<file path="config.mk">
export PLATFORM = sky130hd
export DESIGN_NAME = dvp_frame_source
export DESIGN_NICKNAME = d
export VERILOG_FILES = /design/src/rtl/dvp_frame_source.sv
export SDC_FILE = /design/constraint.sdc
export NUM_CORES = 1
export LEC_CHECK = 0
export ABC_AREA = 1
export CAP_MARGIN = 15
export CORE_ASPECT_RATIO = 1.2
export CORE_UTILIZATION = 57
export DETAILED_ROUTE_END_ITERATION = 8
export HOLD_SLACK_MARGIN = 0.15
export PLACE_DENSITY = 0.87
export RECOVER_POWER = 25
export SETUP_SLACK_MARGIN = 0.1
export SKIP_LAST_GASP = 1
export SYNTH_ARGS = -nofsm -noshare
export SYNTH_HDL_FRONTEND = slang
export SYNTH_SLANG_ARGS = --single-unit
</file>
<file path="constraint.sdc">
create_clock -name clk -period 3 [get_ports clk]
set_input_delay 0.6 -clock clk [delete_from_list [all_inputs] [get_ports clk]]
set_output_delay 0.6 -clock clk [all_outputs]
set_load 0.02 [all_outputs]
</file>
<file path="src/rtl/dvp_frame_source.sv">
`default_nettype none
// ============================================================================
// dvp_frame_source : OV7670-style DVP emitter (stream, colour bars or ramp)
// Revision 1.0
// ============================================================================
module dvp_frame_source #(
  parameter int H_ACTIVE    = 640,
  parameter int V_ACTIVE    = 480,
  parameter int H_BLANK     = 144,
  parameter int VSYNC_LINES = 3,
  parameter int V_BACK      = 17,
  parameter int V_FRONT     = 10,
  parameter int PCLK_HALF   = 4
) (
  input  logic        clk,
  input  logic        rst,
  input  logic        en,
  input  logic [1:0]  mode,
  input  logic [15:0] s_data,
  input  logic        s_valid,
  output logic        s_ready,
  output logic        cmos_pclk,
  output logic        cmos_href,
  output logic        cmos_vsync,
  output logic [7:0]  cmos_db,
  output logic        frame_done,
  output logic        underrun,
  output logic        busy
);

  localparam int PH_N       = 2 * PCLK_HALF;
  localparam int LINE_SLOTS = 2 * H_ACTIVE + H_BLANK;
  localparam int ACT_SLOTS  = 2 * H_ACTIVE;
  localparam int BAR_W      = H_ACTIVE / 8;
  localparam int MAX_A      = (VSYNC_LINES > V_BACK) ? VSYNC_LINES : V_BACK;
  localparam int MAX_B      = (V_ACTIVE > V_FRONT) ? V_ACTIVE : V_FRONT;
  localparam int MAX_LINES  = (MAX_A > MAX_B) ? MAX_A : MAX_B;

  localparam int PH_W   = $clog2(PH_N);
  localparam int SLOT_W = $clog2(LINE_SLOTS);
  localparam int LINE_W = $clog2(MAX_LINES + 1);
  localparam int BAR_CW = $clog2(BAR_W + 1);

  localparam logic [PH_W-1:0]   PH_LAST   = PH_W'(PH_N - 1);
  localparam logic [PH_W-1:0]   PH_HALF   = PH_W'(PCLK_HALF);
  localparam logic [SLOT_W-1:0] SLOT_LAST = SLOT_W'(LINE_SLOTS - 1);
  localparam logic [SLOT_W-1:0] SLOT_ACT  = SLOT_W'(ACT_SLOTS);
  localparam logic [LINE_W-1:0] VF_LAST   = LINE_W'(V_FRONT - 1);
  localparam logic [BAR_CW-1:0] BAR_LAST  = BAR_CW'(BAR_W - 1);

  typedef enum logic [2:0] {
    IDLE   = 3'd0,
    VSYNC  = 3'd1,
    VBACK  = 3'd2,
    ACTIVE = 3'd3,
    VFRONT = 3'd4
  } state_t;

  state_t            state, state_nx;
  logic [PH_W-1:0]   ph, ph_nx;
  logic [SLOT_W-1:0] slot, slot_nx;
  logic [LINE_W-1:0] line, line_nx;
  logic [1:0]        mode_q, mode_nx;
  logic [15:0]       pix, pix_nx;
  logic [BAR_CW-1:0] bar_cnt, bar_cnt_nx;
  logic [2:0]        bar_idx, bar_idx_nx;
  logic              fetch, fetch_nx;
  logic              pclk_nx, href_nx, vsync_nx, s_ready_nx;
  logic              frame_done_nx, underrun_nx, busy_nx;
  logic [7:0]        db_nx;
  logic              stream;
  logic [15:0]       pix_sel;

  function automatic logic [LINE_W-1:0] lines_last(input state_t s);
    case (s)
      VSYNC:   lines_last = LINE_W'(VSYNC_LINES - 1);
      VBACK:   lines_last = LINE_W'(V_BACK - 1);
      ACTIVE:  lines_last = LINE_W'(V_ACTIVE - 1);
      default: lines_last = VF_LAST;
    endcase
  endfunction

  function automatic state_t state_after(input state_t s);
    case (s)
      VSYNC:   state_after = VBACK;
      VBACK:   state_after = ACTIVE;
      ACTIVE:  state_after = VFRONT;
      VFRONT:  state_after = VFRONT;
      default: state_after = IDLE;
    endcase
  endfunction

  function automatic logic [15:0] bar_colour(input logic [2:0] idx);
    case (idx)
      3'd0:    bar_colour = 16'hFFFF;
      3'd1:    bar_colour = 16'hFFE0;
      3'd2:    bar_colour = 16'h07FF;
      3'd3:    bar_colour = 16'h07E0;
      3'd4:    bar_colour = 16'hF81F;
      3'd5:    bar_colour = 16'hF800;
      3'd6:    bar_colour = 16'h001F;
      default: bar_colour = 16'h0000;
    endcase
  endfunction

  assign stream = (mode_q == 2'd0) || (mode_q == 2'd3);

  // Column index is the slot pair index; it is only consulted on even active slots.
  always_comb begin
    case (mode_q)
      2'd1:    pix_sel = bar_colour(bar_idx);
      2'd2:    pix_sel = {8'(line), 8'(slot >> 1)};
      default: pix_sel = s_valid ? s_data : 16'h0000;
    endcase
  end

  always_comb begin
    state_nx      = state;
    ph_nx         = ph;
    slot_nx       = slot;
    line_nx       = line;
    mode_nx       = mode_q;
    pix_nx        = pix;
    bar_cnt_nx    = bar_cnt;
    bar_idx_nx    = bar_idx;
    pclk_nx       = cmos_pclk;
    href_nx       = cmos_href;
    vsync_nx      = cmos_vsync;
    db_nx         = cmos_db;
    fetch_nx      = 1'b0;
    s_ready_nx    = 1'b0;
    frame_done_nx = 1'b0;
    underrun_nx   = underrun;

    if (state == IDLE || frame_done) begin
      // Frame boundary: either start a fresh frame at ph 0 or park in IDLE.
      ph_nx      = '0;
      slot_nx    = '0;
      line_nx    = '0;
      bar_cnt_nx = '0;
      bar_idx_nx = '0;
      pclk_nx    = 1'b0;
      href_nx    = 1'b0;
      db_nx      = '0;
      if (en) begin
        state_nx = VSYNC;
        vsync_nx = 1'b1;
        mode_nx  = mode;
      end else begin
        state_nx = IDLE;
        vsync_nx = 1'b0;
      end
    end else begin
      if (ph == PH_LAST) begin
        ph_nx = '0;
        if (slot == SLOT_LAST) begin
          slot_nx = '0;
          if (line == lines_last(state)) begin
            line_nx  = '0;
            state_nx = state_after(state);
          end else begin
            line_nx = line + LINE_W'(1);
          end
        end else begin
          slot_nx = slot + SLOT_W'(1);
        end
      end else begin
        ph_nx = ph + PH_W'(1);
      end

      pclk_nx = (ph_nx >= PH_HALF);

      if (ph_nx == '0) begin
        vsync_nx   = (state_nx == VSYNC);
        href_nx    = (state_nx == ACTIVE) && (slot_nx < SLOT_ACT);
        fetch_nx   = href_nx && !slot_nx[0];
        s_ready_nx = href_nx && !slot_nx[0] && stream;
        if (!href_nx)
          db_nx = '0;
        else if (slot_nx[0])
          db_nx = pix[7:0];
        if (slot_nx == '0) begin
          bar_cnt_nx = '0;
          bar_idx_nx = '0;
        end
      end

      frame_done_nx = (state_nx == VFRONT) && (line_nx == VF_LAST) &&
                      (slot_nx == SLOT_LAST) && (ph_nx == PH_LAST);

      // The pixel is taken at the end of the fetch cycle, so the high byte
      // reaches db one clk after the slot starts, well before pclk rises.
      if (fetch) begin
        pix_nx = pix_sel;
        db_nx  = pix_sel[15:8];
        if (stream && !s_valid)
          underrun_nx = 1'b1;
        if (bar_cnt == BAR_LAST) begin
          bar_cnt_nx = '0;
          bar_idx_nx = bar_idx + 3'd1;
        end else begin
          bar_cnt_nx = bar_cnt + BAR_CW'(1);
        end
      end
    end

    busy_nx = (state_nx != IDLE);
  end

  always_ff @(posedge clk) begin
    if (rst) begin
      state      <= IDLE;
      ph         <= '0;
      slot       <= '0;
      line       <= '0;
      mode_q     <= '0;
      pix        <= '0;
      bar_cnt    <= '0;
      bar_idx    <= '0;
      fetch      <= 1'b0;
      cmos_pclk  <= 1'b0;
      cmos_href  <= 1'b0;
      cmos_vsync <= 1'b0;
      cmos_db    <= '0;
      s_ready    <= 1'b0;
      frame_done <= 1'b0;
      underrun   <= 1'b0;
      busy       <= 1'b0;
    end else begin
      state      <= state_nx;
      ph         <= ph_nx;
      slot       <= slot_nx;
      line       <= line_nx;
      mode_q     <= mode_nx;
      pix        <= pix_nx;
      bar_cnt    <= bar_cnt_nx;
      bar_idx    <= bar_idx_nx;
      fetch      <= fetch_nx;
      cmos_pclk  <= pclk_nx;
      cmos_href  <= href_nx;
      cmos_vsync <= vsync_nx;
      cmos_db    <= db_nx;
      s_ready    <= s_ready_nx;
      frame_done <= frame_done_nx;
      underrun   <= underrun_nx;
      busy       <= busy_nx;
    end
  end

endmodule
`default_nettype wire

</file>
==> results of run 1 <==
-- synth_stat cells (2+ instances only) --
master,count,area [um^2]
clkbuf_1,12,45.0
buf_4,3,22.5
nand3_1,55,275
nand2_2,6,37.5
nor4_1,2,12.5
nand3b_1,7,52.6
dfxtp_1,61,1220
o21a_1,2,15.0
nor2_1,61,229
xor2_1,5,43.8
nor2_2,5,31.3
ha_1,13,163
inv_2,8,30.0
nand2_4,3,33.8
a21oi_1,41,205
clkinv_1,6,22.5
nand3_2,2,20.0
o21ai_0,33,165
nor2_4,2,22.5
nand4_1,11,68.8
a22o_1,3,26.3
inv_1,48,180
nand2_1,129,484
nor3_1,10,50.1
a31oi_1,5,31.3
-- per-stage QoR --
step | total power, mW | cells | hold slack, ns | utilization (%)
detailed placement | 0.978 | 654 | 0.450 | 66.6
floorplan | 0.921 | 547 | 0.427 | -
global placement | 0.976 | 654 | 0.436 | 66.6
finish | 1.81 | 670 | 0.454 | 70.2
CTS | 1.82 | 670 | 0.460 | 70.3
global route | 1.87 | 670 | 0.470 | 70.2
-- placed cells by master (no fill, tap or decap), drive strengths merged, types with 11 or more instances in the layout --
master / instances
nor2: 69
nand2: 138
o21ai: 35
clkbuf: 14
a21oi: 41
nand4: 11
dfxtp: 61
inv: 56
clkdlybuf4s50: 34
ha: 13
nand3: 58
-- logic make-up (layout without fill, tap and decap cells) --
group,after synthesis,count (layout),share of synthesized area [%]
AND/OR/NAND/NOR,298,298,38.0
XOR/XNOR,5,5,1.21
adder cells (fa/ha/maj),13,13,4.48
flip-flops,61,61,33.7
buffers and inverters,78,119,8.42
AO/OA/AOI/OAI,92,92,14.2
-- sequential cells by signal (all words and copies together), names as in the netlist, 2 cells and up --
name / flops
mode_q: 2
slot: 11
line: 9
bar_idx: 3
state: 3
pix: 8
cmos_db: 8
ph: 2
bar_cnt: 7
-- metal layers --
layer,track usage [%],up-vias,part of all wire [%]
met5,0,-,0
met4,15.6,0,3.5
met3,6.76,30,6.7
met2,53.0,183,49
met1,36.7,1729,41
li1,-,1873,-
-- power breakdown --
group / internal [mW] / leakage, nW / switching [mW] / total [mW]
clock: 0.511 / 0.116 / 0.341 / 0.852
sequential: 0.815 / 0.492 / 0.00412 / 0.819
combinational: 0.0559 / 1.03 / 0.0861 / 0.142
total: 1.38 / 1.64 / 0.432 / 1.81
-- worst max path at each step --
| stage | from | to | slack (ns) | depth (start not counted) |
|---|---|---|---|---|
| after floorplan | ph[0] | cmos_db[2] | 0.82 | 17 |
| after global placement | rst | frame_done | 0.55 | 10 |
| after detailed placement | ph[0] | cmos_db[2] | 0.48 | 15 |
| after CTS | ph[0] | cmos_db[2] | 0.44 | 15 |
| after global routing | ph[0] | bar_cnt[1] | 0.16 | 13 |
| final | ph[0] | cmos_db[2] | 0.40 | 15 |
-- area by class of cell --
cell class | count | area share (%)
flip-flops and latches | 61 | 28.6
clock inverters | 4 | 1.64
well taps | 82 | 2.40
repair buffers | 41 | 9.16
inverters | 62 | 5.44
multi-input cells | 408 | 49.2
clock buffers | 12 | 3.63
==> flow_summary_export.csv, run 1 <==
group,metric,value,unit
critical_path,worst_ep_arrival_time,2.79,ns
sta,relSlewSlack,37.7,%
sta,period_minus_ws_final,2.60,ns
critical_path,timing.critical_path.from_type,"flop",
yosys,synth_nets,582,
min_path,launch_instance_of_the_worst_min_delay_path,"ph[0]",
critical_path,critical_path.n_buffers_inverters,1,
place,globalplace.congestion,0.959,
global_routing,grt_pass1_vias,3405,
detailed_routing,routed_wirelength,9840,um
sta,fin_crit_sh,86.6,%
finish,flow.area_growth_from_synthesis,17.8,%
detailed_routing,routed_via_density,5.69,
cts,clock_insertion_delay_worst_skew,0.35,ns
sta,final-hold-violation-count,0,
critical_path,critical_path.slowest_cell,"dfxtp_1",
global_routing,grt_start_max_net_pins,42,
critical_path,cell_family_with_the_largest_share_of_critical_path_delay,"simple AND/OR/NAND/NOR gates",
cts,postCtsSetupBuffers,0,
min_path,whs_path_depth,1,
min_path,path_class_of_the_lowest_slack_min_delay_path,"reg2reg",
global_routing,antenna_found_initial,0,
cts,max-clock-path-buffers,2,
critical_path,r2r-end,"cmos_db[2]",
detailed_routing,drt_drc_violations_left,0,
yosys,postSynthRegisterBits,61,
finish,proportion_of_layout_cells_with_a_drive_suffix_above_1,8.33,%
sta,clock.fmax,385,MHz
sta,finalSetupTns,0,ns
yosys,synth_async_sr_flop_share,0,%
place,dpl_worst_slack,0.478,ns
detailed_routing,remaining_number_of_nets_flagged_by_the_antenna_check_after_routing,0,
critical_path,crit_chain,"ha_1 > ha_1 > nand2_1 > nor2_2 > nand3_2 > clkinv_1 > nand3_4 > nand2_2 > o21ai_4 > nor2_8 > nand2_4 > nand2_4 > nand2_2 > nand2_1 > a21oi_1",
power_and_ir_drop,p_per_area,424,mW/mm^2
floorplanning,floorplan.die.height,89.4,um
cts,htreeDepth,3,
yosys,synth_enable_flop_cells,0,
place,io_buffer_count,36,
min_path,whs_endpoint,"ph[0]",
floorplanning,die_area,0.00669,mm^2
detailed_routing,drt-pass1-iter-count,5,
place,dpl-instance-area,0.00406,mm^2
critical_path,slowest_delay,0.35,ns
global_routing,global_route_wire_length_before_repair,15600,um
critical_path,worst_r2r_startpoint,"ph[0]",
sta,final_count_of_negative_setup_slack_endpoints,0,
detailed_routing,detail_route.iter0.violations,337,
finish,sequential_cell_area,0.00122,mm^2
finish,area_of_combinational_cells_with_multiple_inputs,0.00210,mm^2
critical_path,r2r_setup_slack,0.40,ns
floorplanning,num_rows,31,
yosys,synth_area_per_cell,6.63,um^2
cts,tritoncts_num_sinks,61,
finish,nets,618,
yosys,synth_seq_area_share,33.7,%
power_and_ir_drop,cellLeakagePower,1.64,nW
sta,grt_setup_unrepaired,"no",
yosys,mappedNetlistArea,0.00363,mm^2
critical_path,path_max_fanout,10,
yosys,synth-warning-count,0,
sta,drv_slew,0,
critical_path,setup.worst_path.end_class,"flop",
global_routing,global_route.usage.total,31.2,%
critical_path,reg2regPathDepth,15,
sta,worst_clock_skew,0.00827,ns
floorplanning,die_width,74.8,um
critical_path,crit_required,3.19,ns
detailed_routing,vias,3815,
sta,layout_setup_ws,0.403,ns
place,post-dp-hpwl,7190,um
floorplanning,ioPinCount,37,
sta,timing_worst_slew_pin_value,0.934,ns
critical_path,setup.worst_path.class,"reg2reg",
yosys,synthesis.instances,547,
cts,clkSlewWorstSetupHoldPaths,0.07,ns
power_and_ir_drop,vdd.ir_drop.worst,0.000440,V
outcome,run_status,"finished clean",
yosys,yosys.cell_types.count,39,
detailed_routing,detail_route.wl_per_cell,14.7,um
flow_run,max_cap_violations,0,
finish,final_design_area_no_fill,0.00427,mm^2
finish,fillers,528,
cts,postCtsResizedCells,0,
yosys,ys_dominant_reg_cell,"dfxtp_1",
global_routing,overflow,0,
cts,clockRootBuffer,"clkbuf_8",
finish,num_antenna_cells,0,
floorplanning,effective_utilization_at_floorplan,59.6,%
floorplanning,fp.coreArea,0.00609,mm^2
cts,cts_buffers,9,
cts,cts_tree,"done",
cts,holdBufCountCts,0,
Power figures use the tool's default switching activity.
==> inputs of run 2 (changes only) <==
- CORE_ASPECT_RATIO: 1.2 -> 0.8
- clock period: 3 -> 2.4 ns (I/O delays scaled with it)
==> run 2 against run 1 <==
  * Setup slack got worse by 0.23 ns
  * Combinational power increased by 39%
  * Total power rose by 26%
  * Largest cell class unchanged
  * Via count grew 4.9%
  * Non-clock buffer count increased by 20
  * Die area about the same
  * Clock skew hardly changed
  * Maximum frequency grew 17%
  * First-iteration DRC count up 15%
  * Routed wire length grew 11%
  * Final area is 7.1% higher
  * Utilization rose by 5.6 points
==> flow_summary_export.csv, run 2 (synthesis gave the netlist of run 1 again) <==
group,metric,value,unit
outcome,run_status,"finished clean",
sta,clock.fmax,449,MHz
finish,proportion_of_layout_cells_with_a_drive_suffix_above_1,15.6,%
detailed_routing,detail_route.iter0.violations,387,
finish,sequential_cell_area,0.00123,mm^2
power_and_ir_drop,seq_power_share,45.0,%
global_routing,antenna_found_initial,0,
finish,area_of_combinational_cells_with_multiple_inputs,0.00223,mm^2
global_routing,grt_pass1_vias,3568,
sta,timing_worst_slew_pin_value,0.599,ns
finish,num_antenna_cells,0,
sta,fin_crit_sh,92.8,%
floorplanning,num_rows,25,
place,post-dp-hpwl,7670,um
sta,final-hold-violation-count,0,
detailed_routing,drt-pass1-iter-count,8,
global_routing,grt_start_max_net_pins,21,
cts,holdBufCountCts,0,
power_and_ir_drop,cellLeakagePower,1.80,nW
finish,layout_commonest_cell,"nand2_1",
detailed_routing,vias,4002,
global_routing,overflow,0,
critical_path,crit_required,2.69,ns
finish,regMostFlops,"slot",
global_routing,global_route.usage.total,32.4,%
power_and_ir_drop,vdd.ir_drop.worst,0.000436,V
detailed_routing,routed_via_density,5.81,
sta,final_count_of_negative_setup_slack_endpoints,0,
sta,relSlewSlack,60.0,%
critical_path,setup.worst_path.end_class,"flop",
cts,clkSlewWorstSetupHoldPaths,0.08,ns
power_and_ir_drop,p_per_area,498,mW/mm^2
min_path,path_class_of_the_lowest_slack_min_delay_path,"reg2reg",
critical_path,timing.critical_path.from_type,"flop",
power_and_ir_drop,clkPwrFrac,46.4,%
critical_path,path_max_fanout,5,
sta,period_minus_ws_final,2.23,ns
cts,max-clock-path-buffers,2,
power_and_ir_drop,p_sw_share,25.0,%
finish,fillers,441,
cts,clock_insertion_delay_worst_skew,0.36,ns
cts,htreeDepth,3,
finish,final_design_area_no_fill,0.00458,mm^2
detailed_routing,remaining_number_of_nets_flagged_by_the_antenna_check_after_routing,0,
finish,biggestRegsByFlops,"slot (11), line (9)",
cts,tritoncts_num_sinks,61,
sta,grt_setup_unrepaired,"no",
place,dpl-instance-area,0.00413,mm^2
power_and_ir_drop,power_report.internal_total,1.71,mW
finish,nets,638,
floorplanning,die_area,0.00669,mm^2
floorplanning,ioPinCount,37,
critical_path,setup.worst_path.class,"reg2reg",
power_and_ir_drop,gate_power_share,8.6,%
detailed_routing,detail_route.wl_per_cell,15.8,um
cts,clockRootBuffer,"clkbuf_8",
floorplanning,fp.coreArea,0.00604,mm^2
sta,timing.hold.ws,0.453,ns
cts,cts_buffers,9,
finish,flow.area_growth_from_synthesis,26.2,%
floorplanning,floorplan.die.height,73.4,um
sta,drv_slew,0,
power_and_ir_drop,switching_power,570,uW
place,globalplace.congestion,0.991,
detailed_routing,routed_wirelength,10900,um
detailed_routing,drt_drc_violations_left,0,
floorplanning,die_width,91.2,um
global_routing,global_route_wire_length_before_repair,16800,um
flow_run,max_cap_violations,0,
critical_path,worst_ep_arrival_time,2.52,ns
finish,flip_flop_count_of_the_largest_register_after_layout,11,
sta,worst_clock_skew,0.00872,ns
place,io_buffer_count,36,
floorplanning,effective_utilization_at_floorplan,60.1,%
cts,cts_tree,"done",
finish,layout_common_cells,"nand2_1 (123), nor2_1 (59), dfxtp_1 (57)",
==> run 2: changes by cell type in the layout (fill, tap and decap cells not counted), moves of 5 or more <==
cell             change
nand2_2              +5
buf_4               +16
dlygate4sd3_1       +12
nand2_1              -6
clkdlybuf4s50_1     -12
==> run 2: through the flow <==
stage	power (mW)	setup slack [ns]	std cells	TNS [ns]	utilization [%]
final	2.28	0.172	689	0	75.8
after global routing	2.32	0.0317	689	0	75.8
after CTS	2.27	0.129	682	0	73.1
after detailed placement	1.23	-0.0231	662	-0.0863	68.5
after global placement	1.23	0.0951	662	0	68.5
after floorplan	1.15	0.217	547	0	-
==> run 2: per-layer routing <==
| metal | global-route usage, % | share of wire (%) | vias up |
|---|---|---|---|
| met5 | 0 | 0 | - |
| met4 | 11.8 | 2.1 | 0 |
| met3 | 10.2 | 10 | 31 |
| met2 | 52.0 | 46 | 227 |
| met1 | 41.2 | 42 | 1820 |
| li1 | - | - | 1924 |
==> run 2: worst paths after layout <==
kind,endpoint,start,slack (ns),cells past startpoint
worst max-delay path,cmos_db[5],ph[0],0.17,17
worst min-delay path,ph[0],ph[0],0.45,1
worst max register to register,cmos_db[5],ph[0],0.17,17
worst min register to register,ph[0],ph[0],0.45,1
==> run 2: repair_timing <==
item	in CTS	in global routing
setup buffers	4	5
setup endpoints to repair	8	21
resized for setup	5	34
cloned	0	2
pin swaps	2	8
==> run 2: area by class of cell <==
class                           count  area share (%)
Clock buffer                       10            3.01
Clock inverter                      6            1.89
Inverter                           62            5.11
Multi-Input combinational cell    408            48.7
Sequential cell                    61            26.8
Tap cell                           81            2.21
Timing Repair Buffer               61            12.3
==> run 2: power by group through the flow <==
stage | combinational, mW | clock, mW | sequential [mW]
finish | 0.197 | 1.06 | 1.02
CTS | 0.191 | 1.06 | 1.02
detailed placement | 0.186 | 0 | 1.05
floorplan | 0.102 | 0 | 1.05
global route | 0.211 | 1.09 | 1.02
global placement | 0.182 | 0 | 1.05
==> run 2: critical path, cell delays in order, from the launching register on <==
cell and delay (ns):
dfxtp_2 0.36, ha_4 0.14, ha_4 0.16, nand2_2 0.07, nor2_4 0.13, nand2_2 0.06, nor2_2 0.15, nand4_1 0.15
nand2_1 0.12, nand2_1 0.07, nand2_1 0.08, nand2_2 0.07, inv_2 0.10, buf_4 0.14, nand3b_1 0.08, nand2_1 0.07
nand2_1 0.07, a21oi_1 0.13
==> inputs of run 3 (changes only) <==
- CORE_UTILIZATION: 57 -> 58
- DONT_BUFFER_PORTS: not set -> 1
- PLACE_DENSITY: 0.87 -> 0.83
- clock period: 2.4 -> 2 ns (I/O delays scaled with it)
==> run 3 against run 2 <==
  * The flow now finishes with violations (setup timing)
  * Flip-flop and latch count unchanged
  * Maximum frequency up 2.0%
  * Routed wire length up 11%
  * Global-route usage up 2.5 points
  * Utilization up 5.2 points
  * Largest cell class unchanged
  * Count of clock-buffer cells in the layout up 3
  * Register-to-register slack worse by 0.36 ns
  * Die area down 1.7%
  * Clock power up 21%
  * Final area up 5.7%
  * Cell count up 4.1%
==> flow_summary_export.csv, run 3 (synthesis gave the netlist of run 1 again) <==
group,metric,value,unit
sta,layout_setup_ws,-0.184,ns
cts,clockRootBuffer,"clkbuf_8",
floorplanning,fp.coreArea,0.00597,mm^2
place,dpl-instance-area,0.00429,mm^2
floorplanning,die_area,0.00658,mm^2
detailed_routing,drt-pass1-iter-count,5,
global_routing,global_route_wire_length_before_repair,17900,um
global_routing,antenna_found_initial,0,
finish,flow.area_growth_from_synthesis,33.4,%
sta,drv_slew,0,
sta,clock.fmax,458,MHz
finish,layout_commonest_cell,"nand2_1",
floorplanning,floorplan.die.height,72.7,um
detailed_routing,detail_route.wl_per_cell,16.9,um
critical_path,slowest_delay,0.36,ns
detailed_routing,remaining_number_of_nets_flagged_by_the_antenna_check_after_routing,0,
cts,cts_tree,"done",
cts,clock_insertion_delay_worst_skew,0.34,ns
floorplanning,ioPinCount,37,
detailed_routing,routed_via_density,5.90,
sta,fin_crit_sh,109,%
place,io_buffer_count,0,
power_and_ir_drop,vdd.ir_drop.worst,0.000476,V
cts,clkSlewWorstSetupHoldPaths,0.07,ns
global_routing,global_route.usage.total,34.9,%
sta,grt_setup_unrepaired,"yes",
detailed_routing,routed_wirelength,12100,um
finish,final_design_area_no_fill,0.00484,mm^2
sta,relSlewSlack,57.6,%
finish,layout_common_cells,"nand2_1 (120), buf_4 (82), dfxtp_1 (52)",
power_and_ir_drop,p_per_area,563,mW/mm^2
critical_path,worst_ep_arrival_time,2.41,ns
cts,htreeDepth,3,
floorplanning,num_rows,25,
finish,final-instance-count-excl-fill,717,
sta,period_minus_ws_final,2.18,ns
finish,proportion_of_layout_cells_with_a_drive_suffix_above_1,28.5,%
finish,regMostFlops,"slot",
global_routing,overflow,0,
critical_path,timing.critical_path.from_type,"flop",
finish,fillers,397,
outcome,violations_in_the_final_reports,"setup timing",
sta,worst_clock_skew,0.00745,ns
finish,nets,666,
cts,max-clock-path-buffers,2,
critical_path,cell_family_with_the_largest_share_of_critical_path_delay,"simple AND/OR/NAND/NOR gates",
critical_path,crit_required,2.23,ns
outcome,run_status,"finished with violations",
flow_run,max_cap_violations,0,
sta,final_count_of_negative_setup_slack_endpoints,21,
cts,tritoncts_num_sinks,61,
place,place.detailed.instances,688,
min_path,path_class_of_the_lowest_slack_min_delay_path,"in2reg",
finish,num_antenna_cells,0,
sta,timing_worst_slew_pin_value,0.635,ns
critical_path,critical_path.slowest_cell,"dfxtp_2",
critical_path,path_max_fanout,5,
detailed_routing,vias,4230,
floorplanning,effective_utilization_at_floorplan,60.7,%
finish,biggestRegsByFlops,"slot (11), line (9)",
place,globalplace.congestion,0.927,
detailed_routing,detail_route.iter0.violations,514,
cts,cts_buffers,9,
sta,final-hold-violation-count,0,
critical_path,crit_chain,"ha_4 > ha_4 > nand2_4 > nor2_4 > nand2_1 > nor2_2 > nand4_1 > nand2_1 > nand2_2 > nor2_1 > nand3_2 > nand3_1 > a21oi_1",
place,post-dp-hpwl,8200,um
floorplanning,die_width,90.4,um
power_and_ir_drop,cellLeakagePower,1.94,nW
critical_path,critical_path.n_buffers_inverters,0,
global_routing,grt_start_max_net_pins,21,
finish,flip_flop_count_of_the_largest_register_after_layout,11,
global_routing,grt_pass1_vias,3793,
finish,fin_util,81.0,%
detailed_routing,drt_drc_violations_left,0,
critical_path,setup.worst_path.end_class,"flop",
critical_path,setup.worst_path.class,"reg2reg",
run 3: stage by stage:
stage	hold slack (ns)	TNS [ns]	power [mW]	worst slack (ns)
6_report	0.228	-2.91	2.72	-0.184
5_1_grt	0.204	-4.95	2.80	-0.266
4_1_cts	0.207	-0.757	2.70	-0.0642
3_5_place_dp	0.475	-2.85	1.45	-0.177
3_3_place_gp	0.467	-1.28	1.44	-0.110
2_1_floorplan	0.425	-0.405	1.38	-0.0579
run 3: cell type report:
type | instances | area, um^2 | share of cell area [%]
clock inverters | 3 | 67.6 | 1.40
inverters | 62 | 244 | 5.04
clock buffers | 13 | 159 | 3.28
flip-flops and latches | 61 | 1230 | 25.5
well taps | 81 | 101 | 2.09
multi-input cells | 410 | 2360 | 48.8
repair buffers | 87 | 671 | 13.9
run 3: layer usage:
metal  part of all wire (%)  wire length [um]  GRT usage, %
met1                     40              4860          42.8
met2                     46              5600          58.9
met3                    9.8              1180          8.44
met4                    3.7               452          15.6
met5                      0                 0             0
run 3: worst paths after layout:
path / cells past startpoint / slack, ns / from / end
setup / recovery: 13 / -0.18 / ph[1] / bar_cnt[3]
hold / removal: 2 / 0.23 / s_data[5] / pix[5]
setup reg to reg: 13 / -0.18 / ph[1] / bar_cnt[3]
hold reg to reg: 2 / 0.49 / bar_cnt[6] / bar_cnt[6]
run 3: report_power, final:
part	internal [mW]	switching (mW)	leakage [nW]
combinational	0.0705	0.141	1.34
clock	0.772	0.509	0.110
sequential	1.22	0.0101	0.497
total	2.07	0.660	1.94
run 3: repair_timing:
action / in CTS / in global routing
resized for setup: 25 / 33
gates cloned: 0 / 2
buffers inserted: 5 / 5
hold endpoints to repair: 3 / 0
pin swaps: 5 / 15
setup endpoints to repair: 28 / 38
hold buffers: 1 / 0
